`src/rtl/rename_rob_pkg.sv`:
```
// Shared types and sizing for the rename reorder buffer.
// Contents: physical register id type, ROB tag and occupancy types,
//           the per-entry record, and the fixed ROB depth.
// Latency / backpressure: not applicable (types only).
package rob_pkg;

  // 16-entry physical register pool in the renamer
  localparam int PREG_W    = 4;
  // Power of two, >= 2; tags wrap naturally because of this
  localparam int ROB_DEPTH = 8;
  localparam int TAG_W     = $clog2(ROB_DEPTH);

  typedef logic [PREG_W-1:0] preg_t;
  typedef logic [TAG_W-1:0]  rob_tag_t;
  // One extra bit so a full ROB (count == ROB_DEPTH) is representable
  typedef logic [TAG_W:0]    rob_cnt_t;

  typedef struct packed {
    logic  valid;
    logic  done;
    preg_t old_preg;
    preg_t new_preg;
  } rob_entry_t;

endpackage

```
`src/rtl/rename_rob_if.sv`:
```
// Handshake bundle between the renamer / execution side and the ROB.
// master: drives alloc and completion, observes ready, tag, retire, status.
// slave:  the ROB itself.
interface rename_rob_if import rob_pkg::*; ();

  logic                alloc_valid;
  logic [2*PREG_W-1:0] alloc_wbs;      // {old_preg, new_preg}
  logic                alloc_ready;
  rob_tag_t            alloc_tag;
  logic                complete_valid;
  rob_tag_t            complete_tag;
  logic                retire_valid;
  preg_t               retire_preg;
  rob_cnt_t            count;
  logic                empty;
  logic                full;

  modport master (
    output alloc_valid, alloc_wbs, complete_valid, complete_tag,
    input  alloc_ready, alloc_tag, retire_valid, retire_preg, count, empty, full
  );

  modport slave (
    input  alloc_valid, alloc_wbs, complete_valid, complete_tag,
    output alloc_ready, alloc_tag, retire_valid, retire_preg, count, empty, full
  );

endinterface

```
`src/rtl/rename_rob_wrap_ptr.sv`:
```
// Enable-increment pointer, wraps modulo 2**W, synchronous active-high reset.
// Ports: clk, rst, en (advance this edge), ptr (current value).
// Latency: ptr updates one edge after en; no backpressure.
module wrap_ptr #(
  parameter int W = 3
) (
  input  logic         clk,
  input  logic         rst,
  input  logic         en,
  output logic [W-1:0] ptr
);

  always_ff @(posedge clk) begin
    if (rst)     ptr <= '0;
    else if (en) ptr <= ptr + W'(1);
  end

endmodule

```
`src/rtl/rename_rob.sv`:
```
// In-order ROB behind the renamer: records {old,new} pregs in program order,
// marks entries done out of order, retires the oldest done entry per cycle and
// returns its old_preg to the free pool. Complete at edge E -> pop at E+1 ->
// retire_valid high the cycle after. alloc_ready = !full; a same-edge pop
// does not open a slot.
// Ports: clk, rst (sync, active-high), rif (slave side of rename_rob_if).
module rename_rob import rob_pkg::*; (
  input logic         clk,
  input logic         rst,
  rename_rob_if.slave rif
);

  localparam rob_cnt_t CNT_FULL = rob_cnt_t'(ROB_DEPTH);

  rob_entry_t ent [ROB_DEPTH];
  rob_tag_t   head;
  rob_tag_t   tail;
  rob_cnt_t   count_q;
  logic       alloc_fire;
  logic       pop;

  assign rif.full        = (count_q == CNT_FULL);
  assign rif.empty       = (count_q == '0);
  assign rif.count       = count_q;
  assign rif.alloc_ready = !rif.full;
  assign rif.alloc_tag   = tail;

  assign alloc_fire = rif.alloc_valid && rif.alloc_ready;
  // Uses the registered done bit, so a completion can never pop in the same edge
  assign pop        = ent[head].valid && ent[head].done;

  wrap_ptr #(.W(TAG_W)) u_head (.clk(clk), .rst(rst), .en(pop),        .ptr(head));
  wrap_ptr #(.W(TAG_W)) u_tail (.clk(clk), .rst(rst), .en(alloc_fire), .ptr(tail));

  // Entry array. The slots touched in one edge never collide: alloc writes an
  // invalid slot at tail (not full), pop clears the valid slot at head, and a
  // completion only lands on valid slots, so it cannot hit the tail slot.
  always_ff @(posedge clk) begin
    if (rst) begin
      for (int i = 0; i < ROB_DEPTH; i++) ent[i] <= '0;
    end else begin
      if (rif.complete_valid && ent[rif.complete_tag].valid)
        ent[rif.complete_tag].done <= 1'b1;
      if (pop) begin
        ent[head].valid <= 1'b0;
        ent[head].done  <= 1'b0;
      end
      if (alloc_fire) begin
        ent[tail].valid    <= 1'b1;
        ent[tail].done     <= 1'b0;
        ent[tail].old_preg <= rif.alloc_wbs[2*PREG_W-1:PREG_W];
        ent[tail].new_preg <= rif.alloc_wbs[PREG_W-1:0];
      end
    end
  end

  // Retire port; retire_preg holds its last value between retires
  always_ff @(posedge clk) begin
    if (rst) begin
      rif.retire_valid <= 1'b0;
      rif.retire_preg  <= '0;
    end else begin
      rif.retire_valid <= pop;
      if (pop) rif.retire_preg <= ent[head].old_preg;
    end
  end

  always_ff @(posedge clk) begin
    if (rst) begin
      count_q <= '0;
    end else begin
      case ({alloc_fire, pop})
        2'b10:   count_q <= count_q + rob_cnt_t'(1);
        2'b01:   count_q <= count_q - rob_cnt_t'(1);
        default: count_q <= count_q;
      endcase
    end
  end

endmodule

```
`src/flat_wrapper.sv`:
```
// flat-port wrapper written by rule: the top's interface ports become plain ports
module rename_rob_flat import rob_pkg::*;
  (clk, rst, rif_alloc_valid, rif_alloc_wbs, rif_complete_valid, rif_complete_tag, rif_alloc_ready, rif_alloc_tag, rif_retire_valid, rif_retire_preg, rif_count, rif_empty, rif_full);
  rename_rob_if rif_i ();
  input logic clk;
  input logic rst;
  input wire logic [$bits(rif_i.alloc_valid)-1:0] rif_alloc_valid;
  input wire logic [$bits(rif_i.alloc_wbs)-1:0] rif_alloc_wbs;
  input wire logic [$bits(rif_i.complete_valid)-1:0] rif_complete_valid;
  input wire logic [$bits(rif_i.complete_tag)-1:0] rif_complete_tag;
  output wire logic [$bits(rif_i.alloc_ready)-1:0] rif_alloc_ready;
  output wire logic [$bits(rif_i.alloc_tag)-1:0] rif_alloc_tag;
  output wire logic [$bits(rif_i.retire_valid)-1:0] rif_retire_valid;
  output wire logic [$bits(rif_i.retire_preg)-1:0] rif_retire_preg;
  output wire logic [$bits(rif_i.count)-1:0] rif_count;
  output wire logic [$bits(rif_i.empty)-1:0] rif_empty;
  output wire logic [$bits(rif_i.full)-1:0] rif_full;
  assign rif_i.alloc_valid = rif_alloc_valid;
  assign rif_i.alloc_wbs = rif_alloc_wbs;
  assign rif_i.complete_valid = rif_complete_valid;
  assign rif_i.complete_tag = rif_complete_tag;
  assign rif_alloc_ready = rif_i.alloc_ready;
  assign rif_alloc_tag = rif_i.alloc_tag;
  assign rif_retire_valid = rif_i.retire_valid;
  assign rif_retire_preg = rif_i.retire_preg;
  assign rif_count = rif_i.count;
  assign rif_empty = rif_i.empty;
  assign rif_full = rif_i.full;
  rename_rob u_core (.clk(clk), .rst(rst), .rif(rif_i));
endmodule
```
`config.mk`:
```
export PLATFORM = sky130hd
export DESIGN_NAME = rename_rob_flat
export DESIGN_NICKNAME = d
export VERILOG_FILES = /design/src/rtl/rename_rob_pkg.sv /design/src/rtl/rename_rob_if.sv /design/src/rtl/rename_rob_wrap_ptr.sv /design/src/rtl/rename_rob.sv /design/src/flat_wrapper.sv
export SDC_FILE = /design/constraint.sdc
export NUM_CORES = 1
export LEC_CHECK = 0
export CAP_MARGIN = 5
export CELL_PAD_IN_SITES_DETAIL_PLACEMENT = 1
export CELL_PAD_IN_SITES_GLOBAL_PLACEMENT = 2
export CORE_UTILIZATION = 35
export CTS_CLUSTER_DIAMETER = 200
export DETAILED_ROUTE_END_ITERATION = 10
export GPL_ROUTABILITY_DRIVEN = 0
export GPL_TIMING_DRIVEN = 0
export PLACE_DENSITY_LB_ADDON = 0.3
export SLEW_MARGIN = 5
export SYNTH_ARGS = -nofsm -noshare
export SYNTH_HDL_FRONTEND = slang
export SYNTH_SLANG_ARGS = --single-unit
```
`constraint.sdc`:
```
create_clock -name clk -period 2.78 [get_ports clk]
set_input_delay 0.556 -clock clk [delete_from_list [all_inputs] [get_ports clk]]
set_output_delay 0.556 -clock clk [all_outputs]
set_load 0.1 [all_outputs]
```
* After elaboration in Yosys (flattened, before gate mapping) *
Memory sizes are Yosys's and may differ from the RTL's. A register that Yosys moved wholly into a read port is not among the register bits.
Cells that the tools add are included.

operators by class
  $add $sub $neg = 4
  eq/ne operators = 3
  multiplexer cells = 23
  reduce and logical (&&, ||, !) cells = 9

operator list
  operator             count
  $mux 10              3
  $reduce_or 10->1     3
  $mux 3               5
  $mux 1               12
  $pmux 4 s2           1
  $add 3x1->3 const B  2
  $add 4x1->4 const B  1
  $eq 4x4->1 const B   1
  $logic_not 4->1      1
  $mux 2               2
  $sub 4x1->4 const B  1
  $logic_and 1x1->1    3
  $eq 2x1->1 const B   1
  $eq 2x2->1 const B   1
  $reduce_bool 2->1    1
  $logic_not 1->1      1

word-level totals
  flip-flop bits (word level) = 15
  RAM bits = 80
  bits of input ports = 15
  output and inout bits = 15
  word-level logic and storage cells = 45
  memories = 1

memories
  name        depth  width  read ports  clocked after Yosys merged registers in  write ports  RTL line          text
  u_core.ent  8      10     2           1                                        8            rename_rob.sv:15  rob_entry_t ent [ROB_DEPTH];

* Longest topological paths before layout *
Gate-level depths: netlist (run 1).

  depth in word-level cells = 8
  gate-level depth with buffers = 10
  mapped depth without buffers = 9

* By module *
A second synthesis (run 1) with hierarchy kept.

unflattened totals
  cell total of the unflattened synthesis = 295
  area, all modules = 3191.8 um2

modules (own cells, without submodules)
  module      times used  cells each  area each (um2)  seq. area each (um2)
  rename_rob  1           273         2949.1           1461.4
  wrap_ptr    2           11          121.4            60.1

* Worst setup path after synthesis (run 1) *
OpenSTA, ideal clock, no wires.

  path type = register to output
  start point = register u_core.count_q[1], in the netlist u_core.rif.count[1]
  end point = output port rif_empty
  arrival time = 3779 ps
  setup slack = -1555 ps
  stages on the path, launching flop included = 3
  path buffers = 1
  path through = dfxtp_1 buf_6 nor4_1

on the way
  word-level cells in the longest chain between the ends = 1

ends and longest elaborated chain
  item                    RTL line            text
  from (decl)             rename_rob.sv:18    rob_cnt_t count_q;
  from (signal assigned)  rename_rob.sv:73    2'b10: count_q <= count_q + rob_cnt_t'(1);
  from (signal assigned)  rename_rob.sv:74    2'b01: count_q <= count_q - rob_cnt_t'(1);
  from (signal assigned)  rename_rob.sv:75    default: count_q <= count_q;
  $logic_not 4->1         rename_rob.sv:23    assign rif.empty = (count_q == '0);
  to (decl)               flat_wrapper.sv:16  output wire logic [$bits(rif_i.empty)-1:0] rif_empty;

No other way between the ends.

* Worst setup path in the final report (run 1) *
  start point = register u_core.u_tail.ptr[0]
  end point = output port rif_alloc_tag[0]

RTL lines
  item                    RTL line                   text
  from (decl)             rename_rob_wrap_ptr.sv:10  output logic [W-1:0] ptr
  from (signal assigned)  rename_rob_wrap_ptr.sv:15  else if (en) ptr <= ptr + W'(1);
  to (decl)               flat_wrapper.sv:12         output wire logic [$bits(rif_i.alloc_tag)-1:0] rif_alloc_tag;

No word-level cell between the ends.

==> results of run 1 <==
[cell families after synthesis]
logic type	synth area share, %
simple gates	23.0
fa+ha+maj	1.58
mux	8.27
buf+inv	4.45
compound gates	9.57
flops	51.7
xor+xnor	1.38
[flip-flops by register name (all words and copies together), names as in the netlist, named ones only]
| signal | count |
|---|---|
| u_core.rif.retire_preg | 4 |
| u_core.rif.retire_valid | 1 |
| u_core.rif.count | 4 |
| u_core.u_tail.ptr | 3 |
| u_core.ent | 48 |
| u_core.u_head.ptr | 3 |
[cell type report]
type,count,share of cell area [%]
timing repair buffer,25,6.62
buffer,12,2.81
clock inverter,7,2.05
sequential,66,43.6
multi-input combinational,180,37.3
tap,108,3.58
clock buffer,9,3.28
inverter,8,0.795
[Yosys cell counts (all sizes together) (2+ instances only)]
cell type / count
buf: 9
nor4: 2
or2: 2
o32ai: 6
nor2b: 7
o21ai: 12
xnor2: 2
dfxtp: 34
xor2: 3
ha: 4
nor2: 23
mux2i: 6
and3: 3
a211oi: 4
mux4: 9
nor3b: 2
nand2b: 4
a21oi: 3
a41oi: 2
and2: 34
nand2: 10
nor3: 9
a31oi: 7
inv: 8
clkbuf: 4
a31o: 2
nand3: 7
edfxtp: 32
and4b: 3
nand4: 2
and3b: 2
[report_power, final]
part / switching [W] / internal (W)
logic: 0.000146 / 0.0000738
registers: 0.0000284 / 0.00105
clock network: 0.000421 / 0.000422
[layout by cell type (no fill, tap or decap), types with 3 or more instances in the layout]
cell / count
nor2b_1: 7
a21oi_1: 3
clkbuf_1: 3
nand2_1: 9
dfxtp_1: 29
mux2i_1: 6
buf_6: 4
a31oi_1: 7
nor3_1: 7
clkbuf_8: 10
o32ai_1: 3
o21ai_0: 7
ha_1: 4
and2_1: 29
clkdlybuf4s50_1: 21
edfxtp_1: 32
xor2_1: 3
dfxtp_2: 5
and2_2: 5
a211oi_1: 4
inv_1: 8
and3_1: 3
nor2_1: 23
mux4_2: 9
o32ai_2: 3
nand3_1: 7
o21ai_2: 4
nand2b_1: 4
and4b_1: 3
[per-stage QoR]
step | total power, W | instances
after floorplan | 0.00124 | 267
after global placement | 0.00132 | 399
after detailed placement | 0.00132 | 399
after CTS | 0.00216 | 415
after global routing | 0.00222 | 415
final | 0.00214 | 415
[layer usage]
layer	GRT usage, %	vias up	wire length (um)
met5	0	-	0
met4	7.47	0	142
met3	3.24	11	269
met2	27.0	52	3530
met1	23.9	1072	3730
li1	-	1056	-
[path summary, 6_finish.rpt]
check	slack, ns	to	cells after the start	from
max	0.05	rif_alloc_tag[0]	1	u_core.u_tail.ptr[0]
min	0.50	u_core.ent[0][9]	2	u_core.ent[0][9]
max reg2reg	0.23	u_core.rif.count[2]	9	flip-flop
min reg2reg	0.50	u_core.ent[0][9]	2	u_core.ent[0][9]
[repair_timing]
| action | 4_1_cts | 5_1_grt |
|---|---|---|
| resized for setup | 5 | 1 |
| hold buffers | 0 | 0 |
| cloned | 0 | 0 |
| buffers inserted | 1 | 0 |
| setup endpoints to repair | 3 | 1 |
==> impl_results.md, run 1 <==
* Asr flop ratio synth at 0%
* Clk slew on worst S/H paths at 0.08 ns
* Top-area cell type share of the netlist area at 30.3%
* HP Class: reg -> reg
* Hold Vio Cnt, Final at 0
* Clock root buffer: clkbuf_8
* Yosys warns at 0
* Power density over the cells at 567 nW/um^2
* CP Max Fanout at 8
* Die area at 9460 sq um
* Clock skew at 0.00847 ns
* Worst Hold Slack at 0.497 ns
* Final Cell Area at 3780 sq um
* Crit Path Category: reg -> out
* Peak supply drop at 240 uV
* CP delay by family, top: buffers and inverters
* Post-Syn Instances at 267
* Antenna violations before repair at 0
* RSZ-0062 raised after global routing: no
* Mapped Avg Cell Area at 11.9 sq um
* CP bufs+invs at 1
* Dpl ws at -0.162 ns
* Post-route DRC at 0
* Setup_tns at 0 ns
* Wire per inst at 18.5 um
* Ant diodes at 0
* Reg area at 1650 sq um
* Final period util at 98.3%
* Vias per cell at 5.28
* Status: finished, final reports clean
* # setup viols final at 0
* Final min period at 2.73 ns
* Dpl hpwl at 5690 um
* Final worst setup slack at 0.0476 ns
* First drt pass iteration count at 4
* Antenna-violating nets left at 0
* Fill cell count at 952
* Worst Path Required at 2.22 ns
* CTS tree: done
* Total GRT Usage at 17.4%
* Die Width at 97.3 um
* Number of port buffers at 24
* Clock tree sinks at 66
* Core area at 8760 sq um
* Clock buffer count from CTS at 9
* Relative slew margins at 35.2%
* Setup crit start kind: flip-flop
* H-tree depth at 3
* CTS max path bufs at 2
* Slew Viols, Final at 0
* Vias in the first global route at 2196
* Starting DRT DRC Count at 97
* Number of I/O pins at 30
* Final #Nets at 321
* Highest cell delay on the worst timing path at 1.22 ns
* Synthesis-to-finish area growth at 19.0%
* Max-cap viol count at 0
* Final wirelength at 7670 um
* Initial Util at 36.2%
* Post-synthesis sequential area ratio at 51.7%
* Largest net degree at the start of global routing at 17
* Largest cells by area after synthesis: edfxtp_1 (30%), dfxtp_1 (21%), mux4_2 (6.4%), and2_1 (5.7%), nor2_1 (2.7%)
* Synth Net Count at 286
* GRT overflow at 0
* Worst Tran Pin Value at 0.969 ns
* Critical path cell sequence: clkdlybuf4s50_1
* DIE HEIGHT at 97.3 um
* Core Rows at 34
* Clk Latency, worst-skew pair at 0.36 ns
* Fin util at 43.1%
* First-pass GRT wire length at 12300 um
* FF+latch count, synth at 66
* Slowest cell on crit path: clkdlybuf4s50_1
* Area leader, netlist: edfxtp_1
* Netlist cell types at 58
* Post-synth EDFFs at 32
* Fmax at 0.366 GHz
* Worst Setup End Kind: output port
* Mapped cell area at 3180 sq um
* Post-DP Area at 3570 sq um
* Crit path arrival time at 2.18 ns
* Area of the multi-input gates at 1410 sq um
* DR vias at 2191
* Layout cells sized above 1 at 21.2%
* Most used DFF post-synth: dfxtp_1
* Lkg Pwr at 1.34 nW
Note: power is estimated with default switching activity, not from simulation.
==> run 2: changes to the inputs <==
--- a/config.mk
+++ b/config.mk
@@ -5,10 +5,11 @@
 export SDC_FILE = /design/constraint.sdc
 export NUM_CORES = 1
 export LEC_CHECK = 0
+export ABC_AREA = 1
 export CAP_MARGIN = 5
 export CELL_PAD_IN_SITES_DETAIL_PLACEMENT = 1
 export CELL_PAD_IN_SITES_GLOBAL_PLACEMENT = 2
-export CORE_UTILIZATION = 35
+export CORE_UTILIZATION = 31
 export CTS_CLUSTER_DIAMETER = 200
 export DETAILED_ROUTE_END_ITERATION = 10
 export GPL_ROUTABILITY_DRIVEN = 0
==> run 2 against run 1 <==
Sequential power about the same. Cell count up 32%. Register-to-register slack better by 0.14 ns. Routed wire length up 14%. Critical path depth unchanged. Non-clock buffer count down 1. Flip-flop and latch count unchanged. Clock skew down 0.0012 ns. Worst setup slack better by 0.15 ns. Design area up 1.8%. Largest cell class unchanged. Largest power group unchanged.
==> impl_results.md, run 2 <==
* Crit Path Category: reg -> out
* Netlist cell types at 32
* Worst Setup End Kind: output port
* Synthesis-to-finish area growth at 19.1%
* Max reg flops at 48
* CP delay by family, top: buffers and inverters
* Mux contribution to synthesized area at 0%
* Setup bufs post-CTS at 0
* Final min period at 2.58 ns
* Post-Syn Instances at 373
* Setup slack, reg-to-reg at 0.37 ns
* Non-filler instance count after layout at 547
* Lkg Pwr at 1.59 nW
* Worst Tran Pin Value at 0.971 ns
* Initial Util at 32.4%
* GRT overflow at 0
* Post-Place Cells at 531
* Final period util at 92.7%
* HP Class: reg -> reg
* Dpl ws at 0.287 ns
* DR vias at 2696
* Compound-gate portion of the synthesized area at 10.6%
* Commonest cells in the synthesized netlist: nor2_1 (60), nand2_1 (57), nand3_1 (38), dfxtp_1 (34), inv_1 (34)
* Core area at 9950 sq um
* Pint at 0.00159 W
* CP Max Fanout at 6
* Ant diodes at 0
* Synth Area in Simple Gates at 28.5%
* Max-cap viol count at 0
* Critical path cell sequence: clkdlybuf4s50_1
* Die Width at 104 um
* CTS Hold Buffers Added at 0
* Layout cells sized above 1 at 12.8%
* Top-count cell post-synth: nor2_1
* Final #Nets at 428
* Combinational share of power at 15.5%
* RR Endpoint: u_core.rif.count[2]
* Number of cells on the worst reg-to-reg path at 17
* Most frequent cells in the layout: nor2_1 (60), nand2_1 (57), nand3_1 (38)
* Setup_tns at 0 ns
* RSZ-0062 raised after global routing: no
* Worst Hold Slack at 0.469 ns
* Vias in the first global route at 2772
* Setup crit start kind: flip-flop
* CTS tree: done
* Wire per inst at 16.0 um
* Hold Vio Cnt, Final at 0
* Worst Path Required at 2.22 ns
* Clk slew on worst S/H paths at 0.07 ns
* Fmax at 0.388 GHz
* Clock root buffer: clkbuf_8
* Crit path arrival time at 2.02 ns
* CP bufs+invs at 1
* Largest net degree at the start of global routing at 12
* Synth Net Count at 392
* Total GRT Usage at 17.4%
* Asr flop ratio synth at 0%
* Hold path start: u_core.ent[5][8]
* Slew Viols, Final at 0
* Final worst setup slack at 0.202 ns
* Die area at 10800 sq um
* First-pass GRT wire length at 14500 um
* Mapped Avg Cell Area at 8.66 sq um
* Core Rows at 36
* Clock tree sinks at 66
* Relative slew margins at 35.1%
* CTS max path bufs at 2
* DIE HEIGHT at 104 um
* Post-route DRC at 0
* Top reg by flops: u_core.ent
* Most common cell after layout, fill and taps aside: nor2_1
* First drt pass iteration count at 4
* H-tree depth at 3
* Yosys warns at 0
* FF+latch count, synth at 66
* # setup viols final at 0
* Antenna violations before repair at 0
* Vias per cell at 4.93
* Largest cells by area after synthesis: edfxtp_1 (30%), dfxtp_1 (21%), nor2_1 (7.0%), nand2_1 (6.6%), nand3_1 (5.9%)
* Main combinational cell family by area after synthesis: simple AND/OR/NAND/NOR gates
* Top-area cell type share of the netlist area at 29.8%
* Clock skew at 0.00728 ns
* Clk Latency, worst-skew pair at 0.34 ns
* Slowest cell on crit path: clkdlybuf4s50_1
* Power density over the cells at 580 nW/um^2
* Post-synth EDFFs at 32
* Number of port buffers at 25
* Antenna-violating nets left at 0
* Number of I/O pins at 30
* Clock buffer count from CTS at 9
* Highest cell delay on the worst timing path at 1.20 ns
* Area leader, netlist: edfxtp_1
* Status: finished, final reports clean
* Dpl hpwl at 6590 um
* Mapped cell area at 3230 sq um
* Clock network power share at 35.9%
* Post-Synth XOR/XNOR Area at 0.542%
* Most used DFF post-synth: dfxtp_1
* Post-synthesis sequential area ratio at 50.8%
* Peak supply drop at 263 uV
* Sw Pwr at 0.000637 W
* Net Sw Frac at 28.6%
* Post-synthesis adder-cell area fraction at 1.55%
* Worst Hold End: u_core.ent[5][8]
* Final wirelength at 8780 um
* Depth of the worst hold-timing path at 2
* Starting DRT DRC Count at 88
* Sequential fraction of design power at 48.6%
-- run 2: routing by layer --
layer | global-route usage, % | vias up | share of wire, %
met3 | 3.76 | 6 | 2.3
met4 | 4.39 | 0 | 0.91
met5 | 0 | - | 0
li1 | - | 1330 | -
met2 | 28.6 | 32 | 48
met1 | 23.2 | 1328 | 48
-- run 2: per-stage QoR --
stage	total power (W)	util [%]	instance area (sq um)
finish	0.00223	38.6	3850
global route	0.00233	38.6	3850
floorplan	0.00135	-	3240
detailed placement	0.00146	36.7	3650
CTS	0.00225	38.6	3840
global placement	0.00145	36.7	3650
-- run 2: how the worst max path moves through the flow --
stage	start	end	depth (start not counted)
finish	u_core.rif.count[2]	rif_count[2]	1
global route	flip-flop	u_core.rif.count[2]	17
CTS	u_core.rif.count[0]	rif_empty	4
detailed placement	rst	u_core.ent[3][5]	4
global placement	u_core.rif.count[0]	rif_full	6
floorplan	u_core.rif.count[3]	u_core.rif.count[2]	13
-- run 2: layout make-up --
| type | instances | area [sq um] |
|---|---|---|
| plain buffers | 11 | 106 |
| clock buffers | 13 | 149 |
| clock inverters | 3 | 40.0 |
| fillers | 1188 | 6110 |
| inverters | 39 | 151 |
| multi-input cells | 257 | 1340 |
| flip-flops and latches | 66 | 1640 |
| well taps | 133 | 166 |
| repair buffers | 25 | 254 |
-- run 2: worst reg2reg max path: cells and delay by family (launching register included) --
kind	cells	cell delay, ns
AND/OR/NAND/NOR	8	0.64
buffers and inverters	6	0.60
flip-flops	1	0.46
adder cells (fa/ha/maj)	2	0.40
XOR/XNOR	1	0.21
-- run 2: logic make-up after synthesis --
family	count (synthesis)
AO/OA/AOI/OAI	64
XOR/XNOR	2
adder cells (fa/ha/maj)	4
buffers and inverters	50
flip-flops	66
AND/OR/NAND/NOR	187
-- run 2: repair_timing --
item	CTS	global route
endpoints found under the hold margin	0	0
setup endpoints to repair	1	2
resized for setup	1	2
-- run 2: power by group through the flow --
stage	Sequential [W]	Clock, W	Combinational (W)
after CTS	0.00109	0.000811	0.000350
after global placement	0.00111	0	0.000345
final	0.00108	0.000801	0.000345
after detailed placement	0.00111	0	0.000348
after floorplan	0.00118	0	0.000173
after global routing	0.00109	0.000862	0.000375
==> run 3: changes to the inputs <==
--- a/config.mk
+++ b/config.mk
@@ -10,11 +10,12 @@
 export CELL_PAD_IN_SITES_DETAIL_PLACEMENT = 1
 export CELL_PAD_IN_SITES_GLOBAL_PLACEMENT = 2
 export CORE_UTILIZATION = 31
-export CTS_CLUSTER_DIAMETER = 200
+export CTS_CLUSTER_DIAMETER = 60
 export DETAILED_ROUTE_END_ITERATION = 10
 export GPL_ROUTABILITY_DRIVEN = 0
 export GPL_TIMING_DRIVEN = 0
 export PLACE_DENSITY_LB_ADDON = 0.3
+export SETUP_SLACK_MARGIN = 0.2
 export SLEW_MARGIN = 5
 export SYNTH_ARGS = -nofsm -noshare
 export SYNTH_HDL_FRONTEND = slang
==> run 3 against run 2 <==
Critical path depth is the same. Clock skew shrank 0.0013 ns. Flip-flop and latch count is the same. Critical endpoint is now rif_alloc_tag[0]. Power shrank 5.4%. Core utilization shrank 0.40 points. Worst hold slack lost 0.0088 ns.
==> impl_results.md, run 3 (synthesis gave the netlist of run 2 again) <==
* Worst Tran Pin Value at 0.971 ns
* Crit Path Category: reg -> out
* Lkg Pwr at 1.59 nW
* Setup crit start kind: flip-flop
* Most common cell after layout, fill and taps aside: nor2_1
* Power density over the cells at 555 nW/um^2
* Vias in the first global route at 2746
* Final #Nets at 428
* Highest cell delay on the worst timing path at 1.17 ns
* WP depth at 1
* Largest net degree at the start of global routing at 12
* Top reg by flops: u_core.ent
* Ant diodes at 0
* Starting DRT DRC Count at 81
* Fmax at 0.400 GHz
* Initial Util at 32.4%
* GRT overflow at 0
* CP Max Fanout at 6
* Layout cells sized above 1 at 13.8%
* Slew Viols, Final at 0
* Fill cell count at 1198
* DR vias at 2673
* Final wirelength at 8810 um
* Depth of the worst hold-timing path at 2
* Final min period at 2.50 ns
* Slowest cell on crit path: clkdlybuf4s50_1
* CTS max path bufs at 2
* CTS Hold Buffers Added at 0
* Worst Hold Slack at 0.461 ns
* First drt pass iteration count at 4
* CP delay by family, top: buffers and inverters
* Worst Path Required at 2.22 ns
* Critical path cell sequence: clkdlybuf4s50_1
* Number of I/O pins at 30
* Crit path arrival time at 1.94 ns
* Vias per cell at 4.89
* Post-route DRC at 0
* Die area at 10800 sq um
* H-tree depth at 3
* Number of cells on the worst reg-to-reg path at 17
* Peak supply drop at 195 uV
* Core Rows at 36
* Clk slew on worst S/H paths at 0.07 ns
* Hold Vio Cnt, Final at 0
* Dpl hpwl at 6580 um
* Clock root buffer: clkbuf_8
* Relative slew margins at 35.0%
* # setup viols final at 0
* Max-cap viol count at 0
* Wire per inst at 16.1 um
* Post-DP Area at 3660 sq um
* Worst Setup End Kind: output port
* DIE HEIGHT at 104 um
* Die Width at 104 um
* Setup bufs post-CTS at 0
* Clock buffer count from CTS at 9
* First-pass GRT wire length at 14400 um
* CP bufs+invs at 1
* Antenna-violating nets left at 0
* CTS tree: done
* Final Cell Area at 3810 sq um
* Setup_tns at 0 ns
* Core area at 9950 sq um
* Antenna violations before repair at 0
* Max reg flops at 48
* RSZ-0062 raised after global routing: no
* Total GRT Usage at 17.6%
* Clock tree sinks at 66
* HP Class: reg -> reg
* Area of the multi-input gates at 1340 sq um
* Reg area at 1650 sq um
* Number of port buffers at 25
* Status: finished, final reports clean
* Final period util at 89.9%
* Clk Latency, worst-skew pair at 0.34 ns
* Synthesis-to-finish area growth at 17.9%
* Most frequent cells in the layout: nor2_1 (60), nand2_1 (57), nand3_1 (38)
* Clock skew at 0.00600 ns
## run 3: worst reg2reg max path, cell delays in order, from the launching register on
cell,delay (ns)
dfxtp_2,0.40
inv_2,0.08
buf_6,0.14
nand3_1,0.08
nand3_1,0.08
nand3_2,0.09
nand2_4,0.14
buf_8,0.19
ha_1,0.23
xnor2_1,0.20
inv_1,0.07
ha_1,0.17
inv_1,0.07
nand2_1,0.06
nand2_1,0.05
nand3_1,0.06
nand2_1,0.06
inv_1,0.04
## run 3: final cells by class
class,count,area share [%]
clock buffer,12,3.55
buffer,11,2.79
sequential,66,43.3
inverter,39,3.98
multi-input combinational,257,35.1
tap,133,4.37
timing repair buffer,25,6.41
clock inverter,4,0.526
## run 3: repair_timing
item	CTS	global route
hold endpoints to repair	0	0
gates cloned	0	0
gates resized for setup	4	4
setup endpoints to repair	4	3
## run 3: power by group
part	switching [W]	internal, W	total, W
clock network	0.000364	0.000318	0.000682
registers	0.0000272	0.00106	0.00109
logic	0.000247	0.0000957	0.000343
total	0.000638	0.00147	0.00211
## run 3: path summary, 6_finish.rpt
| check | startpoint | end | slack (ns) |
|---|---|---|---|
| worst max-delay path | u_core.u_tail.ptr[0] | rif_alloc_tag[0] | 0.28 |
| worst min-delay path | u_core.ent[5][8] | u_core.ent[5][8] | 0.46 |
| worst max register to register | flip-flop | u_core.rif.count[2] | 0.48 |
| worst min register to register | u_core.ent[5][8] | u_core.ent[5][8] | 0.46 |
## run 3: through the flow
step / util (%) / setup slack [ns] / total power, W / cells
final: 38.2 / 0.281 / 0.00211 / 547
after detailed placement: 36.7 / 0.283 / 0.00146 / 531
after global placement: 36.7 / 0.325 / 0.00145 / 531
after CTS: 38.2 / 0.203 / 0.00214 / 547
after floorplan: - / 0.206 / 0.00135 / 373
after global routing: 38.2 / 0.213 / 0.00221 / 547
## run 3: layer usage
metal	global-route usage, %	part of all wire [%]	vias up	wire [um]
met5	0	0	-	0
li1	-	-	1334	-
met4	5.00	1.4	0	126
met3	4.14	2.7	11	240
met2	30.2	48	36	4240
met1	21.8	48	1292	4210
